## src/rtl/load_align_unit.sv

```systemverilog
// load_align_unit
//   Sequential load-data aligner for the LSU writeback path. Takes one load
//   descriptor, consumes one bus beat (or two when the access straddles a
//   bus-word boundary), then shifts, merges and extends the bytes. The result
//   is held in a register and handed to writeback under a valid/ready handshake.
//
// Ports
//   clk, rst                 clock, asynchronous active-high reset
//   flush                    synchronous abort of any in-flight load
//   req_valid/req_ready      descriptor handshake
//   req_offset/size/sign     byte offset in bus word, log2 size, sign-extend
//   req_split                combinational: the descriptor needs two beats
//   beat_valid/beat_ready    bus read beat handshake
//   beat_data                bus word, naturally aligned
//   out_valid/out_ready      result handshake
//   out_data, out_err        aligned/extended data, error flag
module load_align_unit #(
    parameter int XLEN        = 64,
    parameter bit MISALIGN_EN = 1'b1,
    localparam int OFF_W      = $clog2(XLEN/8)
) (
    input  logic             clk,
    input  logic             rst,
    input  logic             flush,
    input  logic             req_valid,
    output logic             req_ready,
    input  logic [OFF_W-1:0] req_offset,
    input  logic [1:0]       req_size,
    input  logic             req_sign,
    output logic             req_split,
    input  logic             beat_valid,
    output logic             beat_ready,
    input  logic [XLEN-1:0]  beat_data,
    output logic             out_valid,
    input  logic             out_ready,
    output logic [XLEN-1:0]  out_data,
    output logic             out_err
);

    localparam int NB = XLEN/8;

    typedef enum logic [1:0] {IDLE, LO, HI, OUT} state_t;

    typedef struct packed {
        logic [OFF_W-1:0] offset;
        logic [1:0]       size;
        logic             sign;
        logic             split;
    } desc_t;

    state_t           state_q, state_d;
    desc_t            desc_q;
    logic [XLEN-1:0]  lo_q;

    // Five bits hold offset + nbytes (max 7 + 8) for either bus width, so the
    // boundary compare never wraps.
    logic [4:0] end_byte;
    logic       req_err;

    always_comb begin
        end_byte  = 5'(req_offset) + (5'd1 << req_size);
        req_split = end_byte > 5'(NB);
        req_err   = (req_split && !MISALIGN_EN) || (req_size == 2'b11 && XLEN == 32);
    end

    // Alignment datapath. In LO an unsplit access sees {0, beat}; in HI the
    // beat on the bus is the upper word and the stored LO beat the lower one.
    logic [2*XLEN-1:0] merged;
    logic [XLEN-1:0]   shifted, mask, aligned;
    logic              msb;

    always_comb begin
        merged  = (state_q == HI) ? {beat_data, lo_q} : {{XLEN{1'b0}}, beat_data};
        shifted = XLEN'(merged >> {desc_q.offset, 3'b000});
        case (desc_q.size)
            2'b00:   begin mask = XLEN'(8'hFF);         msb = shifted[7];  end
            2'b01:   begin mask = XLEN'(16'hFFFF);      msb = shifted[15]; end
            2'b10:   begin mask = XLEN'(32'hFFFF_FFFF); msb = shifted[31]; end
            default: begin mask = '1;                   msb = 1'b0;        end
        endcase
        // With a full-width mask ~mask is zero, so word on XLEN=32 and
        // double on XLEN=64 pass through unextended.
        aligned = (shifted & mask) | ((desc_q.sign && msb) ? ~mask : '0);
    end

    // Control
    logic cap_req, cap_lo, ld_res, res_err;

    always_comb begin
        state_d    = state_q;
        req_ready  = 1'b0;
        beat_ready = 1'b0;
        out_valid  = 1'b0;
        cap_req    = 1'b0;
        cap_lo     = 1'b0;
        ld_res     = 1'b0;
        res_err    = 1'b0;
        case (state_q)
            IDLE: begin
                req_ready = 1'b1;
                if (req_valid) begin
                    cap_req = 1'b1;
                    if (req_err) begin
                        ld_res  = 1'b1;
                        res_err = 1'b1;
                        state_d = OUT;
                    end else begin
                        state_d = LO;
                    end
                end
            end
            LO: begin
                beat_ready = 1'b1;
                if (beat_valid) begin
                    cap_lo = 1'b1;
                    if (desc_q.split) begin
                        state_d = HI;
                    end else begin
                        ld_res  = 1'b1;
                        state_d = OUT;
                    end
                end
            end
            HI: begin
                beat_ready = 1'b1;
                if (beat_valid) begin
                    ld_res  = 1'b1;
                    state_d = OUT;
                end
            end
            OUT: begin
                out_valid = 1'b1;
                if (out_ready) state_d = IDLE;
            end
            default: state_d = IDLE;
        endcase
        // Flush overrides every handshake seen this cycle.
        if (flush) begin
            state_d = IDLE;
            cap_req = 1'b0;
            cap_lo  = 1'b0;
            ld_res  = 1'b0;
        end
    end

    always_ff @(posedge clk or posedge rst) begin
        if (rst) begin
            state_q  <= IDLE;
            desc_q   <= '0;
            lo_q     <= '0;
            out_data <= '0;
            out_err  <= 1'b0;
        end else begin
            state_q <= state_d;
            if (cap_req) desc_q <= '{offset: req_offset, size: req_size,
                                     sign: req_sign, split: req_split};
            if (cap_lo) lo_q <= beat_data;
            if (flush) begin
                out_data <= '0;
                out_err  <= 1'b0;
            end else if (ld_res) begin
                out_data <= res_err ? '0 : aligned;
                out_err  <= res_err;
            end
        end
    end

endmodule

```

## config.mk

```make
export PLATFORM = sky130hd
export DESIGN_NAME = load_align_unit
export DESIGN_NICKNAME = d
export VERILOG_FILES = /design/src/rtl/load_align_unit.sv
export SDC_FILE = /design/constraint.sdc
export NUM_CORES = 1
export LEC_CHECK = 0
export CORE_ASPECT_RATIO = 0.9
export CORE_MARGIN = 1
export CORE_UTILIZATION = 25
export CTS_CLUSTER_DIAMETER = 30
export DETAILED_ROUTE_END_ITERATION = 6
export SYNTH_ARGS = -nofsm -noshare
export SYNTH_HDL_FRONTEND = slang
export SYNTH_SLANG_ARGS = --single-unit
```

## constraint.sdc

```tcl
create_clock -name clk -period 5.05 [get_ports clk]
set_input_delay 0.7575 -clock clk [delete_from_list [all_inputs] [get_ports clk]]
set_output_delay 0.7575 -clock clk [all_outputs]
set_load 0.01 [all_outputs]
```

==> reports/metrics.csv, run 1 <==
stage,metric,value,unit
run_status,status,"finished, final reports clean",
clocking,H-tree levels,4,
clocking,# resized after CTS,0,
finish,share of cells above drive strength 1,0.2463,
finish,area of the multi-input gates,5712,um^2
place,"Cell Area, Placed",11340,um^2
timing,max_slew headroom,0.3311,
worst_setup_path,Critical Path End Type,output pin,
finish,post-route cell area,11930,um^2
route,final WL,31.48,mm
synth,most frequent cells after synthesis,"dfrtp_1, mux2_2, nand2_1, a21oi_1, nor2_1",
route,Routed met3 length,2.601,mm
timing,Fin. Hold Viols,0,
route,DR WL/cell,21.04,um
floorplanning,die area,39150,um^2
synth,Avg Inst Size Synth,10.57,um^2
synth,most common cell in the netlist,dfrtp_1,
clocking,CTS tree,yes,
global_route,largest net degree at the start of global routing,108,
route,Metal-1 WL,15.49,mm
timing,final worst path period share,0.7790,
synth,"Async S/R FF share, synth",1.000,
timing,minimum clock period,3934,ps
route,Post-DRT Antenna Nets,0,
clocking,cts hold-fix bufs,0,
worst_setup_path,worst path buffer plus inverter count,3,
worst_setup_path,critical path class,in -> out,
worst_setup_path,CP cell instances,clkdlybuf4s50_1 > nor2_1 > ha_1 > inv_1 > fa_1 > a31oi_1 > a311oi_1 > nor2_1 > clkdlybuf4s50_1,
floorplanning,Die X,208.5,um
place,DP HPWL,23.48,mm
worst_setup_path,Critical-path top delay cell,clkdlybuf4s50_1,
pwr,Max VDD drop,0.0002624,V
pwr,Pwr Density,570.4,nW/um^2
timing,fin. max-slew vios,0,
worst_setup_path,cell family with the largest share of critical-path delay,buffers and inverters,
timing,total negative slack,0,ps
global_route,via count of the first global-routing pass,7451,
finish,Reg area,3435,um^2
route,Via Count,7768,
clocking,clock sink count,137,
synth,synthesized area,9590,um^2
floorplanning,FP Rows,67,
clocking,clk_lat worst skew,440,ps
finish,fin nets,1084,
synth,Synth Flop Type,dfrtp_1,
worst_setup_path,startpoint types,input pin,
clocking,"Setup Fix Bufs, Post-CTS",0,
worst_setup_path,CP Data Arrival Time,3180,ps
clocking,Worst-path clk slew,60,ps
route,drt initial violations,808,
global_route,initial antenna violation count,2,
clocking,Bufs on Longest Clock Path,2,
synth,synthesized flop and latch total,137,
global_route,first-pass GRT wire length,48.09,mm
timing,RSZ-0062 raised after global routing,no,
clocking,CTS buffer count,17,
floorplanning,core area,37470,um^2
floorplanning,starting density of the core,0.2559,
timing,Setup Viol. Count Final,0,
synth,Unique masters post-synth,46,
route,top layer in use,met4,
timing,FMAX,254.2,MHz
pwr,P_leak,4.759,nW
timing,slack of the critical path,1116,ps
route,via/cell ratio,5.193,
global_route,Total GRT Usage,0.1615,
finish,# fillers,3764,
synth,"Seq/Total Area, Yosys",0.3575,
worst_setup_path,Worst path max stage delay,520,ps
synth,Synth area leaders,"dfrtp_1, mux2_2, mux4_2",
global_route,grt total ovfl,0,
synth,Syn Inst Count,907,
floorplanning,height of the die,187.8,um
timing,Final Skew,17.19,ps
synth,yosys warns,0,
synth,Yosys top cell by area,dfrtp_1,
place,PortBufs,143,
run,MaxCap Viol Count,0,
finish,Layout area overhead,24.36,%
clocking,clock root buffer,clkbuf_16,
worst_setup_path,r2r setup slk,1750,ps
timing,measured slew at the worst slew-check pin,1003,ps
hold_path,HP Class,reg -> reg,
place,gpl congestion,0.8524,
route,drt drc,0,
route,met2 routed WL,12.96,mm
worst_setup_path,Critical Path RT,4290,ps
synth,Yosys top cell area share,0.3575,
route,Pre-antenna DRT Iters,7,
synth,syn_nets,993,
floorplanning,Top Ports,145,
synth,Post-synth EDFFs,0,
place,dpl ws,1123,ps
worst_setup_path,CP Max Fanout,7,
## metal layers
layer  vias to the layer above  GRT usage
met5                         -          0
met4                         0    0.04131
met3                        20    0.04974
met2                       307     0.2158
met1                      3851     0.2455
li1                       3590          -
## cell usage in the layout, fill, tap and decap left out, types with 2 or more instances in the layout
master / instances
clkdlybuf4s50_1: 143
dfrtp_1: 134
mux2_2: 127
nand2_1: 109
a21oi_1: 55
nor2_1: 51
mux4_2: 48
mux2i_1: 43
a22o_1: 34
o21ai_0: 33
a211oi_1: 28
o21ai_1: 18
clkbuf_16: 17
and3_1: 16
a311oi_1: 15
buf_4: 13
nand3_1: 10
o221ai_1: 9
mux2_4: 9
mux2_1: 9
and2_0: 9
a211o_1: 8
inv_6: 8
ha_1: 8
inv_1: 7
or2_2: 7
nand3b_1: 4
nor3_1: 3
inv_8: 3
diode_2: 2
nand2b_1: 2
nor2b_1: 2
o31ai_1: 2
o211ai_1: 2
clkinvlp_4: 2
dfrtp_2: 2
## worst min-delay path: stages, from the launching register on
cell and delay, ps:
dfrtp_1 350, nand2_1 50, o21ai_1 60
## flip-flops by register name, summed over array words and instances, names as in the netlist
signal / cells
desc_q: 7
state_q: 2
lo_q: 64
out_data: 64
## worst paths after layout
check | cells after the start | start | endpoint
max | 9 | req_size[0] | req_split
min | 2 | out_data[15]$_DFFE_PP0P_ | out_data[15]$_DFFE_PP0P_
max reg2reg | 8 | state_q[0]$_DFFE_PP0P_ | out_data[62]$_DFFE_PP0P_
min reg2reg | 2 | out_data[15]$_DFFE_PP0P_ | out_data[15]$_DFFE_PP0P_
max in group asynchronous | 3 | rst | desc_q[4]$_DFFE_PP0P_
min in group asynchronous | 2 | rst | out_data[54]$_DFFE_PP0P_
## power breakdown
| part | total, mW | internal [mW] | switching (mW) |
|---|---|---|---|
| clock | 1.26 | 0.698 | 0.562 |
| combinational | 3.73 | 1.77 | 1.96 |
| sequential | 1.82 | 1.45 | 0.361 |
| total | 6.80 | 3.92 | 2.89 |
## kinds of logic after synthesis
family                     Yosys count  synth area share
buffers and inverters               95           0.04905
muxes                              236            0.3314
DFF                                137            0.3575
AOI/OAI and AO/OA                  211            0.1490
other                                1         0.0003910
adders and majority gates           10           0.01383
and+or+nand+nor                    217           0.09889
## area by class of cell
cell class,instances,share of cell area
multi-input combinational,675,0.4789
sequential,137,0.2880
timing repair buffer,157,0.1299
tap,483,0.05067
clock buffer,17,0.03567
clock inverter,15,0.01290
inverter,10,0.003567
antenna,2,0.0004196
## through the flow
step	instances	utilization	hold slack [ps]	power [mW]
after floorplan	907	-	449.2	4.504
after global placement	1462	0.3027	471.0	5.466
after detailed placement	1462	0.3027	483.4	5.503
after CTS	1494	0.3181	502.9	6.789
after global routing	1496	0.3183	521.2	7.211
final	1496	0.3183	493.6	6.803
No activity file was read; power rests on OpenSTA's default activity.
==> run 2: changes to the inputs <==
==> constraint.sdc (replaced) <==
create_clock -name clk -period 3.7 [get_ports clk]
set_input_delay 0.555 -clock clk [delete_from_list [all_inputs] [get_ports clk]]
set_output_delay 0.555 -clock clk [all_outputs]
set_load 0.01 [all_outputs]
==> run 2 against run 1 <==
Effect of this change:
- register-to-register slack worse by 1100 ps
- final cell count grew 0.80%
- cell area up 1.8%
- sequential cell count stayed put
- sequential power is 31% higher
- utilization is 0.57 points higher
- non-clock buffer count up 15
- die area did not move
- power grew 38%
==> reports/metrics.csv, run 2 (same netlist as run 1, synthesis figures left out) <==
stage,metric,value,unit,change
run_status,status,"finished, final reports clean",,
clocking,CTS buffer count,17,,unchanged
timing,FMAX,280.3,MHz,
global_route,first-pass GRT wire length,49.34,mm,+2.6%
timing,total negative slack,0,ps,unchanged
timing,measured slew at the worst slew-check pin,822.6,ps,-180.8 ps
floorplanning,FP Rows,67,,unchanged
timing,Final Skew,9.006,ps,-8.180 ps
pwr,Max VDD drop,0.0004376,V,+67%
clocking,H-tree levels,4,,unchanged
route,via/cell ratio,5.166,,-0.51%
place,DP HPWL,24.32,mm,+3.6%
clocking,CTS tree,yes,,
worst_setup_path,Critical-path top delay cell,clkdlybuf4s50_1,,
floorplanning,Top Ports,145,,unchanged
clocking,clock sink count,137,,unchanged
route,drt drc,0,,unchanged
route,Pre-antenna DRT Iters,5,,-2
place,PortBufs,143,,unchanged
clocking,clk_lat worst skew,440,ps,about the same
clocking,cts hold-fix bufs,0,,unchanged
finish,most frequent cells in the layout,"clkdlybuf4s50_1, dfrtp_1, mux2_2",,
timing,Fin. Hold Viols,0,,unchanged
route,drt initial violations,601,,-26%
timing,max_slew headroom,0.4501,,+0.1191
route,Post-DRT Antenna Nets,0,,unchanged
global_route,grt total ovfl,0,,unchanged
run,MaxCap Viol Count,0,,unchanged
global_route,Total GRT Usage,0.1659,,+0.004440
clocking,Bufs on Longest Clock Path,2,,unchanged
floorplanning,starting density of the core,0.2559,,unchanged
worst_setup_path,critical path class,in -> out,,
worst_setup_path,startpoint types,input pin,,
timing,final worst path period share,0.9643,,
place,Placed Cells,1477,,+1.0%
finish,fin nets,1099,,+1.4%
finish,"leading cell type in the layout, fill and taps excluded",clkdlybuf4s50_1,,
finish,Layout area overhead,26.59,%,
worst_setup_path,Critical Path RT,3140,ps,-1150 ps
worst_setup_path,CP Data Arrival Time,3010,ps,-170 ps
global_route,initial antenna violation count,3,,+1
route,Via Count,7790,,+0.28%
pwr,PnR Total Power,9.404,mW,+38%
route,DR WL/cell,21.21,um,+0.80%
route,final WL,31.99,mm,+1.6%
timing,fin. max-slew vios,0,,unchanged
global_route,via count of the first global-routing pass,7621,,+2.3%
clocking,Worst-path clk slew,60,ps,about the same
timing,RSZ-0062 raised after global routing,no,,
global_route,largest net degree at the start of global routing,90,,-17%
floorplanning,core area,37470,um^2,unchanged
timing,Setup Viol. Count Final,0,,unchanged
pwr,P_leak,4.874,nW,+2.4%
pwr,Pwr Density,774.6,nW/um^2,+36%
clocking,clock root buffer,clkbuf_16,,
worst_setup_path,Worst path max stage delay,610,ps,+90 ps
worst_setup_path,Critical Path End Type,output pin,,
floorplanning,Die X,208.5,um,unchanged
finish,Finished Layout Cells,1508,,+0.80%
timing,minimum clock period,3568,ps,
finish,# diodes,0,,-2
worst_setup_path,CP Max Fanout,7,,unchanged
worst_setup_path,CP cell instances,clkdlybuf4s50_1 > nor2_1 > ha_1 > inv_1 > fa_1 > nand3_1 > o21ai_0 > a22o_1 > nor2_1 > clkdlybuf4s50_1,,
floorplanning,die area,39150,um^2,unchanged
finish,Top Registers,"lo_q (64), out_data (64), desc_q (7)",,
finish,share of cells above drive strength 1,0.2556,,+0.009319
place,gpl congestion,0.8537,,+0.15%
floorplanning,height of the die,187.8,um,unchanged
hold_path,HP Class,in -> async,,
[run 2: cell count changes in the layout (fill, tap and decap cells not counted), sizes merged]
cell,change
clkdlybuf4s50,-1
buf,+15
dlymetal6s2s,+1
clkinv,+3
diode,-2
clkbuf,+5
bufinv,+1
inv,-10
[run 2: area by class of cell]
| type | count | area (um^2) |
|---|---|---|
| sequential | 137 | 3435 |
| timing repair buffer | 172 | 1752 |
| clock buffer | 22 | 474.2 |
| clock inverter | 9 | 116.4 |
| tap | 483 | 604.3 |
| multi-input combinational | 675 | 5718 |
| fill | 3752 | 25330 |
| inverter | 10 | 41.29 |
[run 2: critical path: cells and delay by family]
kind	cells	cell delay (ps)
buffers and inverters	3	1230
adders and majority gates	2	650
AOI/OAI and AO/OA	2	300
and+or+nand+nor	3	280
[run 2: layer usage]
| metal | GRT usage | routed length (um) |
|---|---|---|
| met5 | 0 | 40 |
| met4 | 0.04558 | 635 |
| met3 | 0.05275 | 2470 |
| met2 | 0.2333 | 13270 |
| met1 | 0.2406 | 15580 |
[run 2: timing repair]
item / CTS / global route
resized for setup: 0 / 2
endpoints found under the setup margin: 0 / 1
buffers inserted: 0 / 0
[run 2: metrics by stage]
stage          area, um^2  worst slack, ps  hold slack [ps]    util
6_report            12140            132.1            419.4  0.3240
5_1_grt             12140            2.469            423.3  0.3240
4_1_cts             12130            117.4            421.2  0.3238
3_5_place_dp        11540            131.6            479.0  0.3080
3_3_place_gp        11540            234.9            478.5  0.3080
2_1_floorplan        9594             1268            449.2       -
[run 2: power breakdown]
group	leakage, nW	internal, mW	switching (mW)	total, mW
combinational	2.82	2.49	2.79	5.28
sequential	1.77	1.99	0.397	2.39
clock	0.287	1.05	0.689	1.74
total	4.87	5.52	3.88	9.40
[run 2: final timing paths]
check / depth (start not counted) / to / start / slack (ps)
min: 2 / out_data[58]$_DFFE_PP0P_ / rst / 420
min reg2reg: 2 / out_data[15]$_DFFE_PP0P_ / out_data[15]$_DFFE_PP0P_ / 490
max in group asynchronous: 3 / lo_q[27]$_DFFE_PP0P_ / rst / 2600
max reg2reg: 9 / out_data[43]$_DFFE_PP0P_ / state_q[0]$_DFFE_PP0P_ / 670
min in group clk: 2 / out_data[15]$_DFFE_PP0P_ / out_data[15]$_DFFE_PP0P_ / 490
max: 10 / req_split / req_size[1] / 130
